### src/rtl/result_fifo_ctrl_if.sv
// Bus between the result FIFO controller (master) and the plate-result FIFO RAM buffer (slave).
interface result_fifo_ctrl_if #(
    parameter int W = 32
);
    logic         fifo_push;
    logic         fifo_pop;
    logic         fifo_clear;
    logic [W-1:0] fifo_data;
    logic [W-1:0] fifo_q;
    logic         fifo_error;

    modport master (
        output fifo_push, fifo_pop, fifo_clear, fifo_data,
        input  fifo_q, fifo_error
    );

    modport slave (
        input  fifo_push, fifo_pop, fifo_clear, fifo_data,
        output fifo_q, fifo_error
    );
endinterface

### src/rtl/result_fifo_ctrl.sv
// Plate-result FIFO controller: round-robin producer push arbiter, host read
// pop/fetch FSM, buffer clear and shadow occupancy tracking.
module result_fifo_ctrl #(
    parameter int PIO_DATA_WIDTH   = 32,
    parameter int RESULT_RAM_DEPTH = 16,
    parameter int NUM_REQ          = 4,
    parameter int READ_LAT         = 2
) (
    input  logic                                clk_in,
    input  logic                                rst_n,
    input  logic [NUM_REQ-1:0]                  prod_req,
    input  logic [NUM_REQ*PIO_DATA_WIDTH-1:0]   prod_data,
    output logic [NUM_REQ-1:0]                  prod_ack,
    result_fifo_ctrl_if.master                  fifo,
    input  logic                                host_rd_req,
    input  logic                                host_clear,
    output logic [PIO_DATA_WIDTH-1:0]           host_rd_data,
    output logic                                host_rd_valid,
    output logic                                host_rd_empty,
    output logic [$clog2(RESULT_RAM_DEPTH):0]   level,
    output logic                                full,
    output logic                                empty,
    output logic                                err_sticky,
    output logic [1:0]                          rd_state_dbg
);
    localparam int LW = $clog2(RESULT_RAM_DEPTH) + 1;
    localparam int IW = (NUM_REQ > 1) ? $clog2(NUM_REQ) : 1;
    localparam int CW = (READ_LAT > 1) ? $clog2(READ_LAT) : 1;

    // Handshakes: producers hold prod_req until a one-cycle prod_ack, which
    // coincides with fifo_push; the host issues one-cycle pulses on
    // host_rd_req/host_clear and gets a one-cycle host_rd_valid or
    // host_rd_empty answer (none for a dropped or aborted read).

    typedef enum logic [1:0] {
        ST_IDLE  = 2'd0,
        ST_FETCH = 2'd1,
        ST_POP   = 2'd2
    } rd_state_e;

    rd_state_e     state_q, state_d;
    logic [CW-1:0] cnt_q;
    logic [IW-1:0] rr_ptr;
    logic [IW-1:0] grant_idx;
    logic          grant_vld;
    logic          clear_cycle;
    logic          pop_go;
    logic          empty_go;

    assign full         = (level == LW'(RESULT_RAM_DEPTH - 1));
    assign empty        = (level == '0);
    assign rd_state_dbg = state_q;

    // First asserted request at or after rr_ptr, wrapping.
    always_comb begin
        grant_vld = 1'b0;
        grant_idx = '0;
        for (int k = 0; k < NUM_REQ; k++) begin
            if (!grant_vld && prod_req[(int'(rr_ptr) + k) % NUM_REQ]) begin
                grant_vld = 1'b1;
                grant_idx = IW'((int'(rr_ptr) + k) % NUM_REQ);
            end
        end
        if (full || clear_cycle || !rst_n) begin
            grant_vld = 1'b0;
        end
    end

    assign prod_ack       = grant_vld ? (NUM_REQ'(1) << grant_idx) : '0;
    assign fifo.fifo_push = grant_vld;
    assign fifo.fifo_data = grant_vld ? prod_data[int'(grant_idx)*PIO_DATA_WIDTH +: PIO_DATA_WIDTH] : '0;
    assign fifo.fifo_clear = clear_cycle;
    assign fifo.fifo_pop  = pop_go;

    always_comb begin
        state_d  = state_q;
        pop_go   = 1'b0;
        empty_go = 1'b0;
        case (state_q)
            ST_IDLE: begin
                if (host_rd_req) begin
                    if (level != '0) begin
                        state_d = ST_FETCH;
                    end else begin
                        empty_go = 1'b1;
                    end
                end
            end
            ST_FETCH: begin
                if (cnt_q == CW'(READ_LAT - 1)) begin
                    state_d = ST_POP;
                end
            end
            ST_POP: begin
                pop_go  = 1'b1;
                state_d = ST_IDLE;
            end
            default: state_d = ST_IDLE;
        endcase
        // A clear aborts any read silently.
        if (clear_cycle) begin
            state_d  = ST_IDLE;
            pop_go   = 1'b0;
            empty_go = 1'b0;
        end
    end

    always_ff @(posedge clk_in) begin
        if (!rst_n) begin
            state_q       <= ST_IDLE;
            cnt_q         <= '0;
            rr_ptr        <= '0;
            clear_cycle   <= 1'b0;
            level         <= '0;
            err_sticky    <= 1'b0;
            host_rd_data  <= '0;
            host_rd_valid <= 1'b0;
            host_rd_empty <= 1'b0;
        end else begin
            state_q       <= state_d;
            cnt_q         <= (state_q == ST_FETCH) ? cnt_q + 1'b1 : '0;
            clear_cycle   <= host_clear;
            host_rd_valid <= pop_go;
            host_rd_empty <= empty_go;
            if (pop_go) begin
                host_rd_data <= fifo.fifo_q;
            end
            if (clear_cycle) begin
                level      <= '0;
                rr_ptr     <= '0;
                err_sticky <= 1'b0;
            end else begin
                if (grant_vld) begin
                    rr_ptr <= (int'(grant_idx) == NUM_REQ - 1) ? '0 : grant_idx + 1'b1;
                end
                if (grant_vld && !pop_go) begin
                    level <= level + 1'b1;
                end else if (!grant_vld && pop_go && level != '0) begin
                    level <= level - 1'b1;
                end
                if (fifo.fifo_error) begin
                    err_sticky <= 1'b1;
                end
            end
        end
    end
endmodule

### src/flat_wrapper.sv
// flat-port wrapper written by rule: the top's interface ports become plain ports
module result_fifo_ctrl_flat 
#(
    parameter int PIO_DATA_WIDTH   = 32,
    parameter int RESULT_RAM_DEPTH = 16,
    parameter int NUM_REQ          = 4,
    parameter int READ_LAT         = 2
)
  (clk_in, rst_n, prod_req, prod_data, prod_ack, host_rd_req, host_clear, host_rd_data, host_rd_valid, host_rd_empty, level, full, empty, err_sticky, rd_state_dbg, fifo_fifo_push, fifo_fifo_pop, fifo_fifo_clear, fifo_fifo_data, fifo_fifo_q, fifo_fifo_error);
  result_fifo_ctrl_if #(.W((32))) fifo_i ();
  input  logic clk_in;
  input  logic rst_n;
  input  logic [NUM_REQ-1:0] prod_req;
  input  logic [NUM_REQ*PIO_DATA_WIDTH-1:0] prod_data;
  output logic [NUM_REQ-1:0] prod_ack;
  input  logic host_rd_req;
  input  logic host_clear;
  output logic [PIO_DATA_WIDTH-1:0] host_rd_data;
  output logic host_rd_valid;
  output logic host_rd_empty;
  output logic [$clog2(RESULT_RAM_DEPTH):0] level;
  output logic full;
  output logic empty;
  output logic err_sticky;
  output logic [1:0] rd_state_dbg;
  output wire logic [$bits(fifo_i.fifo_push)-1:0] fifo_fifo_push;
  output wire logic [$bits(fifo_i.fifo_pop)-1:0] fifo_fifo_pop;
  output wire logic [$bits(fifo_i.fifo_clear)-1:0] fifo_fifo_clear;
  output wire logic [$bits(fifo_i.fifo_data)-1:0] fifo_fifo_data;
  input wire logic [$bits(fifo_i.fifo_q)-1:0] fifo_fifo_q;
  input wire logic [$bits(fifo_i.fifo_error)-1:0] fifo_fifo_error;
  assign fifo_fifo_push = fifo_i.fifo_push;
  assign fifo_fifo_pop = fifo_i.fifo_pop;
  assign fifo_fifo_clear = fifo_i.fifo_clear;
  assign fifo_fifo_data = fifo_i.fifo_data;
  assign fifo_i.fifo_q = fifo_fifo_q;
  assign fifo_i.fifo_error = fifo_fifo_error;
  result_fifo_ctrl #(.PIO_DATA_WIDTH(PIO_DATA_WIDTH), .RESULT_RAM_DEPTH(RESULT_RAM_DEPTH), .NUM_REQ(NUM_REQ), .READ_LAT(READ_LAT)) u_core (.clk_in(clk_in), .rst_n(rst_n), .prod_req(prod_req), .prod_data(prod_data), .prod_ack(prod_ack), .fifo(fifo_i), .host_rd_req(host_rd_req), .host_clear(host_clear), .host_rd_data(host_rd_data), .host_rd_valid(host_rd_valid), .host_rd_empty(host_rd_empty), .level(level), .full(full), .empty(empty), .err_sticky(err_sticky), .rd_state_dbg(rd_state_dbg));
endmodule
### config.mk
export PLATFORM = sky130hd
export DESIGN_NAME = result_fifo_ctrl_flat
export DESIGN_NICKNAME = d
export VERILOG_FILES = /design/src/rtl/result_fifo_ctrl_if.sv /design/src/rtl/result_fifo_ctrl.sv /design/src/flat_wrapper.sv
export SDC_FILE = /design/constraint.sdc
export NUM_CORES = 1
export LEC_CHECK = 0
export CORE_UTILIZATION = 29
export CTS_CLUSTER_DIAMETER = 200
export DETAILED_ROUTE_END_ITERATION = 7
export PLACE_DENSITY = 0.77
export SYNTH_ARGS = -nofsm -noshare
export SYNTH_HDL_FRONTEND = slang
export SYNTH_SLANG_ARGS = --single-unit
### constraint.sdc
create_clock -name clk_in -period 2.6 [get_ports clk_in]
set_input_delay 0.26 -clock clk_in [delete_from_list [all_inputs] [get_ports clk_in]]
set_output_delay 0.26 -clock clk_in [all_outputs]
set_load 0.05 [all_outputs]
After elaboration in Yosys (flattened, before gate mapping)
Index checks and enable logic that the tools add are counted.

storage, ports and cells
  logic and storage cells = 92
  register bits = 46
  input bits = 169
  output and inout port bits = 83

operators by class
  reductions and logical operators = 25
  bitwise gates (word level) = 6
  shift-type cells = 2
  order comparisons = 4
  equal/unequal tests = 7
  add/subtract/negate cells = 7
  multiplexer cells = 32

operators by type and width
  kind                                                  count
  indexed part select 128 x 8 -> 32 bit                 1
  two-way mux 32 bit                                    1
  two-way mux 2 bit                                     8
  two-way mux 1 bit                                     15
  < comparator 3 x 4 -> 1 bit (second input constant)   3
  two-way mux 5 bit                                     2
  binary-select mux 1 bit (select 2 bit)                4
  OR reduction 2 bit                                    4
  logical AND 1 bit                                     6
  zero test 1 bit                                       6
  adder 5 x 1 -> 5 bit (second input constant)          1
  equality test 5 x 4 -> 1 bit (second input constant)  1
  zero test 5 bit                                       1
  nonzero test 5 bit                                    1
  subtractor 5 x 1 -> 5 bit (second input constant)     1
  adder 2 x 1 -> 2 bit (second input constant)          2
  adder 2 bit (second input constant)                   2
  equality test 2 x 1 -> 1 bit (second input constant)  2
  two-way mux 4 bit                                     1
  != test 2 x 1 -> 1 bit (second input constant)        2
  case mux 2 bit (2 select lines)                       1
  OR reduction 4 bit                                    1
  << shifter 1 x 2 -> 4 bit (first input constant)      1
  bitwise AND 1 bit (first input constant)              3
  other kinds (10)                                      13

Logic depth before layout (Yosys ltp)
Gate-level depths: netlist of the first run.

  word-level depth = 20
  depth in mapped cells = 12
  depth with buffers taken out = 10

Worst setup path after synthesis of the first run
OpenSTA, ideal clock, no wires.

  path kind = flip-flop to flip-flop
  start = register u_core.level[4]
  end = register u_core.level[4]
  setup slack = -0.544 ns
  cell stages (with the launch flop) = 11
  path buffers = 1
  data arrival time = 3.078 ns
  clock period less this slack = 3.144 ns
  library setup time = 0.066 ns
  required time = 2.534 ns
  cell sequence = dfxtp_1 -> and4b_1 -> a211oi_2 -> buf_2 -> nand2_1 -> ha_1 -> nor2b_1 -> o21a_1 -> or4_4 -> a21o_1 -> a21oi_2

on the way
  longest elaborated chain between the ends = 8
  elaborated cells between the ends (all ways) = 14
  classes of those cells = 2 x add/sub; 1 x eq/ne; 3 x mux; 8 x reduce/logical

RTL lines
  what                                 line                     source
  start: declaration                   result_fifo_ctrl.sv:20   output logic [$clog2(RESULT_RAM_DEPTH):0] level,
  start signal: assignment             result_fifo_ctrl.sv:137  level <= level + 1'b1;
  start signal: assignment             result_fifo_ctrl.sv:139  level <= level - 1'b1;
  equality test 5 x 4 -> 1 bit *       result_fifo_ctrl.sv:50   assign full = (level == LW'(RESULT_RAM_DEPTH - 1));
  logical OR 1 bit * (2 in a row)      result_fifo_ctrl.sv:64   if (full || clear_cycle || !rst_n) begin
  two-way mux 1 bit *                  result_fifo_ctrl.sv:64
  via fifo_fifo_push                   flat_wrapper.sv:26       output wire logic [$bits(fifo_i.fifo_push)-1:0] fifo_fifo_push;
  zero test 1 bit                      result_fifo_ctrl.sv:138  end else if (!grant_vld && pop_go && level != '0) begin
  logical AND 1 bit (2 in a row)       result_fifo_ctrl.sv:138
  nonzero test 2 bit (no source line)  -

Mark *: on every way through the listed nets, which the timed path passes. The rest lies on a longest branch. The select of a mux whose other input is x is not followed.
A chain may end at the register's enable or synchronous reset.

Worst setup path after layout of the first run
  start = input port prod_req[0]
  end = output port fifo_fifo_data[16]

on the way
  longest elaborated chain between the ends = 14
  elaborated cells between the ends (all ways) = 28
  classes of those cells = 1 x shift; 21 x mux; 6 x reduce/logical

RTL lines
  what                                                                        line                                            source
  start: declaration                                                          flat_wrapper.sv:13                              input logic [NUM_REQ-1:0] prod_req;
  binary-select mux 1 bit (select 2 bit)                                      result_fifo_ctrl.sv:59                          if (!grant_vld && prod_req[(int'(rr_ptr) + k) % NUM_REQ]) begin
  two-way mux 1 bit (implied by the code)                                     result_fifo_ctrl.sv:59
  two-way mux 1 bit                                                           result_fifo_ctrl.sv:59
  zero test 1 bit                                                             result_fifo_ctrl.sv:59
  logical AND 1 bit                                                           result_fifo_ctrl.sv:59
  two-way mux 1 bit                                                           result_fifo_ctrl.sv:59
  zero test 1 bit                                                             result_fifo_ctrl.sv:59
  logical AND 1 bit                                                           result_fifo_ctrl.sv:59
  two-way mux 1 bit                                                           result_fifo_ctrl.sv:59
  zero test 1 bit                                                             result_fifo_ctrl.sv:59
  logical AND 1 bit                                                           result_fifo_ctrl.sv:59
  two-way mux 2 bit or two-way mux 1 bit (tied branches)                      result_fifo_ctrl.sv:59
  indexed part select 128 x 8 -> 32 bit or two-way mux 1 bit (tied branches)  result_fifo_ctrl.sv:71, result_fifo_ctrl.sv:64
  two-way mux 32 bit *                                                        result_fifo_ctrl.sv:71                          assign fifo.fifo_data = grant_vld ? prod_data[int'(grant_idx)*PIO_DATA_WIDTH +: PIO_DATA_WIDTH] : '0;
  end: declaration                                                            flat_wrapper.sv:29                              output wire logic [$bits(fifo_i.fifo_data)-1:0] fifo_fifo_data;

Mark *: on every way between the ends. The rest lies on a longest branch, timed or not. The select of a mux whose other input is x is not followed.

==> qor.csv, run 1 <==
metric;value;unit
status;completed;
Ys Warns;0;
Simple-Gate Fraction of Synth Area;16.37;%
ys flop type;dfxtp_1;
HPWL after detailed placement;10220;microns
Synth area leaders;dfxtp_1 31%, mux2i_1 22%, nand2_1 9.3%;
gr ovfl total;0;
Rows;36;
switching share of power;36.84;%
syn_area_per_cell;8.454;sq um
worst vdd rail ir drop;0.0003433;V
initial core utilization;30.05;%
Clock Pin Slew Worst Setup and Hold Paths;90;ps
antenna violations before repair;1;
most frequent cells in the layout;212 x clkdlybuf4s50_1, 72 x nand2_1, 65 x mux2i_1, 41 x buf_12, 39 x dfxtp_1;
Leakage Power;2.354;nW
total number of vias;3522;
CTS Buf Count;5;
P&R area growth vs syn;112.3;%
Post-Syn Instances;349;
core outline area;9819;sq um
WHS;460.6;ps
GR Util All Layers;21.73;%
Via-to-Cell Ratio;4.792;
vias in the first global route;3432;
routed wire length;12650;microns
#FFs+latches synth;46;
combinational family with the most area after synthesis;multiplexers;
r2r setup slk;240;ps
critical path arrival;2330;ps
Slew headroom;64.56;%
worst-case clock skew;7.597;ps
Synth area leader;dfxtp_1;
H-Tree Depth;2;
die height;102.9;microns
asr flop ratio synth;0;%
Pre-antenna DRT Iters;4;
Worst Path Max Fanout;32;
CP Capture Type;output pin;
EDFF count, synth;0;
crit start category;primary input;
Synth Cell Area;2950;sq um
total chip power;2.872;mW
share of the synthesized area in the top cell type;31.21;%
total die area;10580;sq um
Boundary Pins;252;
Flop pwr share;26.1;%
fin crit share;99.57;%
Syn Nets;527;
final core utilization;63.77;%
die width;102.9;microns
First DRT Iteration DRCs;53;
Critical Path RT;2340;ps
most common cell after layout, fill and taps aside;clkdlybuf4s50_1;
final hold vios;0;
Switch Pwr;1.058;mW
clk_lat worst skew;290;ps
Cell Pwr Density;458.6;nW/um^2
global-route wire length before repair;17640;microns
cell area after layout;6262;sq um
nets;779;
DP Area;6126;sq um
Post-DRT Antenna Nets;0;
post-CTS setup buffer count;0;
clock share of power;16.9;%
WL per Instance;17.21;microns
Filler cells;839;
Slew @ Worst Pin;529.9;ps
Post-route DRC;0;
xor and xnor area share after synthesis;0.8906;%
P_int;1.814;mW
register area share after synthesis;31.21;%
maximum clock path buffer count;2;
number of port buffers;251;
fmax;386.3;MHz
Crit Path Category;in2out;
combinational fraction of design power;57.0;%
gpl congestion;0.8630;
RSZ-0062 raised after global routing;true;
post-synthesis mux area share;22.05;%
clk sink count;46;
pin count of the biggest net entering global routing;37;
fin crit period;2589;ps
Pins Over Slew Limit;0;
post-synthesis compound-gate area fraction;19.68;%
endpoints failing setup;0;
Max-cap violations;0;
ANT cells;0;
adder-cell share of the synthesized area;4.071;%
Root Driver;clkbuf_8;
TritonCTS clock tree;yes;
share of layout cells above drive strength 1;14.62;%
Unique masters post-synth;40;
HP Class;reg2reg;
-- Yosys cell counts, types with 2 or more instances --
| cell type | number |
|---|---|
| nand2b_1 | 5 |
| a21oi_1 | 3 |
| a211oi_1 | 2 |
| xnor2_1 | 2 |
| dfxtp_1 | 46 |
| nor2b_1 | 3 |
| mux2i_1 | 65 |
| buf_2 | 8 |
| nor2_1 | 6 |
| buf_1 | 3 |
| clkbuf_1 | 13 |
| nor4_1 | 2 |
| nor3_1 | 2 |
| o21ai_0 | 3 |
| ha_1 | 8 |
| a21o_1 | 2 |
| nand3_1 | 4 |
| o22ai_1 | 33 |
| nand2_1 | 73 |
| and2_1 | 7 |
| inv_1 | 9 |
| a21boi_0 | 32 |
-- worst max-delay path, cell delays in order --
cell             delay [ps]
clkdlybuf4s50_1         490
buf_4                   130
inv_1                    50
o22ai_1                 180
a211oi_1                100
buf_4                   160
inv_1                   140
nand2_1                 120
buf_12                  190
o22ai_1                 310
buf_12                  180
-- area by class of cell --
type | instances | area, sq um | share of cell area (%)
Timing Repair Buffer | 271 | 3078 | 49.15
Sequential cell | 46 | 934.6 | 14.93
Multi-Input combinational cell | 267 | 1928 | 30.79
Clock inverter | 1 | 7.507 | 0.1199
Inverter | 10 | 50.05 | 0.7992
Tap cell | 133 | 166.4 | 2.657
Clock buffer | 7 | 97.59 | 1.558
-- final timing paths --
kind,cells after the start,startpoint,end
min,2,u_core.cnt_q,u_core.rd_state_dbg[1]
max,11,prod_req[0],fifo_fifo_data[16]
max reg2reg,9,u_core.level[1],u_core.level[4]
min reg2reg,2,u_core.cnt_q,u_core.rd_state_dbg[1]
-- metrics by stage --
| step | cells | TNS, ps | worst slack (ps) |
|---|---|---|---|
| 2_1_floorplan | 349 | -609.7 | -20.08 |
| 3_3_place_gp | 727 | -13.67 | -13.67 |
| 3_5_place_dp | 727 | -58.62 | -58.62 |
| 4_1_cts | 735 | 0 | 37.64 |
| 5_1_grt | 735 | -1496 | -80.17 |
| 6_report | 735 | 0 | 11.30 |
-- logic make-up after synthesis --
kind of cell | Yosys count
buffers and inverters | 36
XOR/XNOR | 3
AO/OA/AOI/OAI | 83
flip-flops | 46
AND/OR/NAND/NOR | 107
adder cells (fa/ha/maj) | 9
multiplexers | 65
-- state kept, by name (all words and copies together), names as in the netlist, 2 cells and up --
| register | cells |
|---|---|
| u_core.host_rd_data | 32 |
| u_core.level | 5 |
| u_core.rd_state_dbg | 2 |
| u_core.rr_ptr | 2 |
-- metal layers --
metal | global-route usage [%] | share of wire, %
met5 | 0 | 0.095
met4 | 3.359 | 1.2
met1 | 25.07 | 39
met2 | 40.21 | 53
met3 | 6.373 | 6.3
-- power by group through the flow --
stage               Combinational [mW]  Sequential (mW)  Clock (mW)
floorplan                        0.760            0.801           0
global placement                  1.60            0.764           0
detailed placement                1.62            0.766           0
CTS                               1.63            0.750       0.504
global route                      1.71            0.754       0.534
finish                            1.64            0.750       0.486
-- what timing repair did --
action                     CTS  global route
setup endpoints to repair    0            32
gates resized for setup      0             5
hold buffers                 0             0
No activity file was read; power rests on OpenSTA's default activity.
==> run 2, diff against run 1 <==
- CORE_ASPECT_RATIO: default -> 1.2
- GPL_TIMING_DRIVEN: default -> 0
==> qor.csv, run 2 (synthesis results as in run 1) <==
metric;value;unit;change
Rows;39;;+8.3%
worst-case clock skew;5.788;ps;-1.808 ps
Regs by FF count;u_core.host_rd_data x32, u_core.level x5;;
final core utilization;59.61;%;-4.2 points
WP buf/inv;2;;-5
fmax;392.9;MHz;+1.7%
Crit path depth;4;;-7
fin crit period;2545;ps;-43.44 ps
RSZ-0062 raised after global routing;true;;
r2r setup slk;80;ps;-160 ps
combinational fraction of design power;49.2;%;-7.8 points
Post-DRT Antenna Nets;0;;unchanged
CP Capture Type;output pin;;
global-route wire length before repair;17930;microns;+1.6%
maximum clock path buffer count;2;;unchanged
initial core utilization;30.38;%;+0.34 points
Top reg by flops;u_core.host_rd_data;;
most common cell after layout, fill and taps aside;clkdlybuf4s50_1;;
total die area;10580;sq um;about the same
crit-path leading delay family;buffers and inverters;;
CTS Buf Count;5;;unchanged
crit start category;register;;
slowest CP cell;clkdlybuf4s50_1;;
Max-cap violations;0;;unchanged
gpl congestion;0.8659;;+0.34%
clk sink count;46;;unchanged
Post-route DRC;0;;unchanged
endpoints failing setup;0;;unchanged
Cell Pwr Density;471.0;nW/um^2;+2.7%
most frequent cells in the layout;210 x clkdlybuf4s50_1, 72 x nand2_1, 62 x mux2i_1, 39 x dfxtp_1, 33 x o22ai_1;;
Filler cells;887;;+5.7%
antenna violations before repair;2;;+1
hold endpoint;u_core.host_rd_data[23];;
R2R depth;10;;+1
Place WS;-905.1;ps;-846.5 ps
Pins Over Slew Limit;0;;unchanged
r2r startpoint;u_core.rd_state_dbg[1];;
hold path cells;2;;unchanged
switching share of power;37.44;%;+0.60 points
die width;94.08;microns;-8.5%
Slew @ Worst Pin;509.1;ps;-20.83 ps
vias in the first global route;3513;;+2.4%
fin crit share;97.89;%;-1.7 points
H-Tree Depth;2;;unchanged
Root Driver;clkbuf_16;;
Crit Path Category;reg2out;;
Pre-antenna DRT Iters;5;;+1
P_int;1.705;mW;-6.0%
Leakage Power;2.274;nW;-3.4%
total number of vias;3564;;+1.2%
HP Class;in2reg;;
Flop pwr share;27.5;%;+1.4 points
Critical Path RT;2340;ps;about the same
Boundary Pins;252;;unchanged
final hold vios;0;;unchanged
number of port buffers;251;;unchanged
First DRT Iteration DRCs;123;;+130%
pin count of the biggest net entering global routing;15;;-59%
share of layout cells above drive strength 1;14.52;%;-0.099 points
core outline area;9711;sq um;-1.1%
Clock Pin Slew Worst Setup and Hold Paths;60;ps;-30 ps
clock share of power;23.4;%;+6.5 points
post-route insts no fill;737;;+0.27%
CP peak stage delay;810;ps;+320 ps
P&R area growth vs syn;96.18;%;
worst vdd rail ir drop;0.0003472;V;+1.2%
die height;112.5;microns;+9.4%
status;completed;;
max reg flops;32;;unchanged
GR Util All Layers;21.74;%;about the same
TritonCTS clock tree;yes;;
Placed Instances;723;;-0.55%
Final WS setup;54.73;ps;+43.44 ps
routed wire length;12140;microns;-4.0%
HPWL after detailed placement;9977;microns;-2.4%
Via-to-Cell Ratio;4.836;;+0.92%
worst-path cell chain;or4_1, nand2b_1, inv_1, clkdlybuf4s50_1;;
Hold Path Origin;rst_n;;
Worst Path Max Fanout;6;;-81%
clk_lat worst skew;280;ps;about the same
Switch Pwr;1.021;mW;-3.5%
nets;790;;+1.4%
reg-to-reg endpoint;u_core.level[4];;
critical path arrival;2290;ps;-40 ps
Slew headroom;65.09;%;+0.53 points
WL per Instance;16.48;microns;-4.3%
gr ovfl total;0;;unchanged
WHS;339.3;ps;-121.3 ps
[run 2: cell type report]
type | instances | area, sq um | share of cell area [%]
tap | 123 | 153.9 | 2.659
multi-input combinational | 267 | 1922 | 33.20
inverter | 10 | 50.05 | 0.8647
buffer | 25 | 178.9 | 3.091
antenna | 1 | 2.502 | 0.04323
sequential | 46 | 937.1 | 16.19
clock buffer | 7 | 142.6 | 2.464
timing repair buffer | 257 | 2392 | 41.33
clock inverter | 1 | 8.758 | 0.1513
[run 2: repair_timing]
item | 4_1_cts | 5_1_grt
buffers inserted | 1 | 4
endpoints found under the setup margin | 39 | 38
cloned | 0 | 1
pin swaps | 1 | 2
hold buffers | 0 | 0
gates resized for setup | 212 | 17
[run 2: power by group through the flow]
stage / logic (mW) / clock network (mW) / registers, mW
6_report: 1.34 / 0.637 / 0.749
5_1_grt: 1.42 / 0.689 / 0.751
4_1_cts: 1.33 / 0.650 / 0.749
3_5_place_dp: 1.35 / 0 / 0.764
3_3_place_gp: 1.34 / 0 / 0.763
2_1_floorplan: 0.760 / 0 / 0.801
[run 2: worst max path at each step]
stage | startpoint | end | slack [ps]
floorplan | u_core.level[2] | fifo_fifo_data[0] | -20
global placement | rst_n | fifo_fifo_data[25] | -860
detailed placement | prod_req[1] | fifo_fifo_data[25] | -910
CTS | prod_req[1] | u_core.level[4] | -90
global route | u_core.fifo.fifo_clear | u_core.level[4] | -20
finish | u_core.level[1] | empty | 50
[run 2: per-layer routing]
layer	part of all wire, %	wire [microns]	GRT usage [%]	vias up
li1	-	-	-	1761
met1	39	4684	24.10	1641
met2	51	6243	39.66	146
met4	1.4	172	4.615	2
met5	0.11	13	0	-
met3	8.5	1030	7.249	14
[run 2: per-stage QoR]
stage | area [sq um] | TNS, ps | power, mW
6_report | 5788 | 0 | 2.726
5_1_grt | 5786 | -40.81 | 2.856
4_1_cts | 5723 | -92.24 | 2.729
3_5_place_dp | 5664 | -31170 | 2.116
3_3_place_gp | 5664 | -29300 | 2.100
2_1_floorplan | 2998 | -609.7 | 1.562
==> run 3, diff against run 2 <==
- CORE_ASPECT_RATIO: 1.2 -> 0.5
- CORE_MARGIN: default -> 4
- MAX_ROUTING_LAYER: default -> met4
==> qor.csv, run 3 (synthesis results as in run 1) <==
metric;value;unit;change
Boundary Pins;252;;unchanged
hold_buf cts;0;;unchanged
maximum clock path buffer count;2;;unchanged
clk_lat worst skew;280;ps;about the same
Post-DRT Antenna Nets;0;;unchanged
DR top layer;met4;;
number of port buffers;251;;unchanged
Post-route DRC;0;;unchanged
gr ovfl total;0;;unchanged
worst vdd rail ir drop;0.0003281;V;-5.5%
hold path cells;2;;unchanged
pin count of the biggest net entering global routing;15;;unchanged
CP Capture Type;output pin;;
antenna violations before repair;0;;-2
Worst Path Max Fanout;10;;+4
DR WL met2;6803;microns;+9.0%
Slew headroom;60.46;%;-4.6 points
Slew @ Worst Pin;576.6;ps;+67.50 ps
Clock Pin Slew Worst Setup and Hold Paths;60;ps;about the same
routed wire length;12960;microns;+6.7%
status;completed;;
H-Tree Depth;2;;unchanged
fmax;395.7;MHz;+0.72%
r2r setup slk;90;ps;about the same
clk sink count;46;;unchanged
WL per Instance;17.27;microns;+4.8%
HPWL after detailed placement;10730;microns;+7.5%
CTS Buf Count;5;;unchanged
First DRT Iteration DRCs;153;;+24%
max reg flops;32;;unchanged
TritonCTS clock tree;yes;;
fin crit period;2527;ps;-18.24 ps
global-route wire length before repair;18980;microns;+5.8%
Top reg by flops;u_core.host_rd_data;;
gpl congestion;0.8249;;-4.7%
crit-path most repeated cell;buf_4;;
crit start category;register;;
hold endpoint;u_core.host_rd_data[24];;
total die area;11950;sq um;+13%
fin crit share;97.19;%;-0.70 points
total number of vias;3549;;-0.42%
Crit Path Category;reg2out;;
Root Driver;clkbuf_16;;
crit-path leading delay family;buffers and inverters;;
GR Util All Layers;20.93;%;-0.81 points
most common cell after layout, fill and taps aside;clkdlybuf4s50_1;;
Pre-antenna DRT Iters;4;;-1
met3 wire length;629;microns;-39%
Leakage Power;2.297;nW;+1.0%
HP Class;in2reg;;
ANT cells;0;;-1
CP peak stage delay;340;ps;-470 ps
worst-case clock skew;6.235;ps;+0.4465 ps
total chip power;2.847;mW;+4.4%
Max-cap violations;0;;unchanged
core outline area;9666;sq um;-0.46%
Pins Over Slew Limit;0;;unchanged
die height;79.32;microns;-29%
r2r startpoint;u_core.fifo.fifo_clear;;
final hold vios;0;;unchanged
most frequent cells in the layout;210 x clkdlybuf4s50_1, 71 x nand2_1, 63 x mux2i_1, 39 x dfxtp_1, 33 x o22ai_1;;
Cell Pwr Density;486.2;nW/um^2;+3.2%
vias in the first global route;3530;;+0.48%
critical path arrival;2270;ps;-20 ps
Final WS setup;72.97;ps;+18.24 ps
worst-path cell chain;nand2b_1, buf_4, a211oi_4, buf_6, nand2_1, buf_2, o22ai_1, buf_4;;
Met1 Routed Length;5320;microns;+14%
endpoints failing setup;0;;unchanged
P&R area growth vs syn;98.47;%;
nets;792;;+0.25%
slowest CP cell;dfxtp_2;;
Place WS;-964.6;ps;-59.52 ps
post-route insts no fill;750;;+1.8%
Placed Instances;735;;+1.7%
die width;150.6;microns;+60%
reg-to-reg endpoint;u_core.level[4];;
Rows;25;;-36%
Hold Path Origin;rst_n;;
Regs by FF count;u_core.host_rd_data x32, u_core.level x5;;
Via-to-Cell Ratio;4.732;;-2.1%
R2R depth;11;;+1
initial core utilization;30.52;%;+0.14 points
Critical Path RT;2340;ps;about the same
WP buf/inv;4;;+2
share of layout cells above drive strength 1;14.96;%;+0.44 points
## run 3: worst register-to-register path: cells and delay by family (launching register included)
kind,cells,cell delay (ps)
simple gates,4,780
fa+ha+maj,1,230
compound gates,4,750
buf+inv,2,350
flops,1,340
## run 3: how the worst max path moves through the flow
stage / from / endpoint / slack, ps / cells after the start
3_3_place_gp: prod_req[1] / fifo_fifo_data[7] / -910 / 9
4_1_cts: prod_req[0] / fifo_fifo_data[7] / -70 / 9
2_1_floorplan: u_core.level[2] / fifo_fifo_data[0] / -20 / 6
6_report: u_core.fifo.fifo_clear / fifo_fifo_data[7] / 70 / 8
5_1_grt: u_core.fifo.fifo_clear / u_core.level[4] / -20 / 12
3_5_place_dp: prod_req[1] / fifo_fifo_data[7] / -960 / 9
## run 3: where the power goes
group / internal (mW) / total [mW] / switching (mW)
registers: 0.725 / 0.749 / 0.0246
clock network: 0.480 / 0.734 / 0.254
logic: 0.614 / 1.36 / 0.750
total: 1.82 / 2.85 / 1.03
## run 3: what timing repair did
item                                    4_1_cts  5_1_grt
resized for setup                           208       30
pin swaps                                     0        2
endpoints found under the setup margin       39       39
setup buffers                                 3        5
## run 3: stage by stage
step	TNS [ps]	instance area, sq um	hold WS (ps)	util [%]
after floorplan	-609.7	2998	375.8	-
after global placement	-30730	5679	441.1	58.76
after global routing	-15.06	5856	357.2	60.58
after CTS	-189.2	5776	453.2	59.75
after detailed placement	-32740	5679	447.7	58.76
final	0	5856	344.2	60.58
## run 3: layout make-up
class                           instances  area (sq um)
Fill cell                             853          3810
Timing Repair Buffer                  259          2426
Clock buffer                            7         142.6
Tap cell                              135         168.9
Sequential cell                        46         934.6
Multi-Input combinational cell        267          1922
Buffer                                 25         181.4
Inverter                               10         50.05
Clock inverter                          1         30.03
## run 3: per-layer routing
layer  track usage, %  up-vias
met2            37.29      103
met5                -        -
met4            5.063        0
met1            24.81     1660
li1                 -     1771
met3            3.592       15
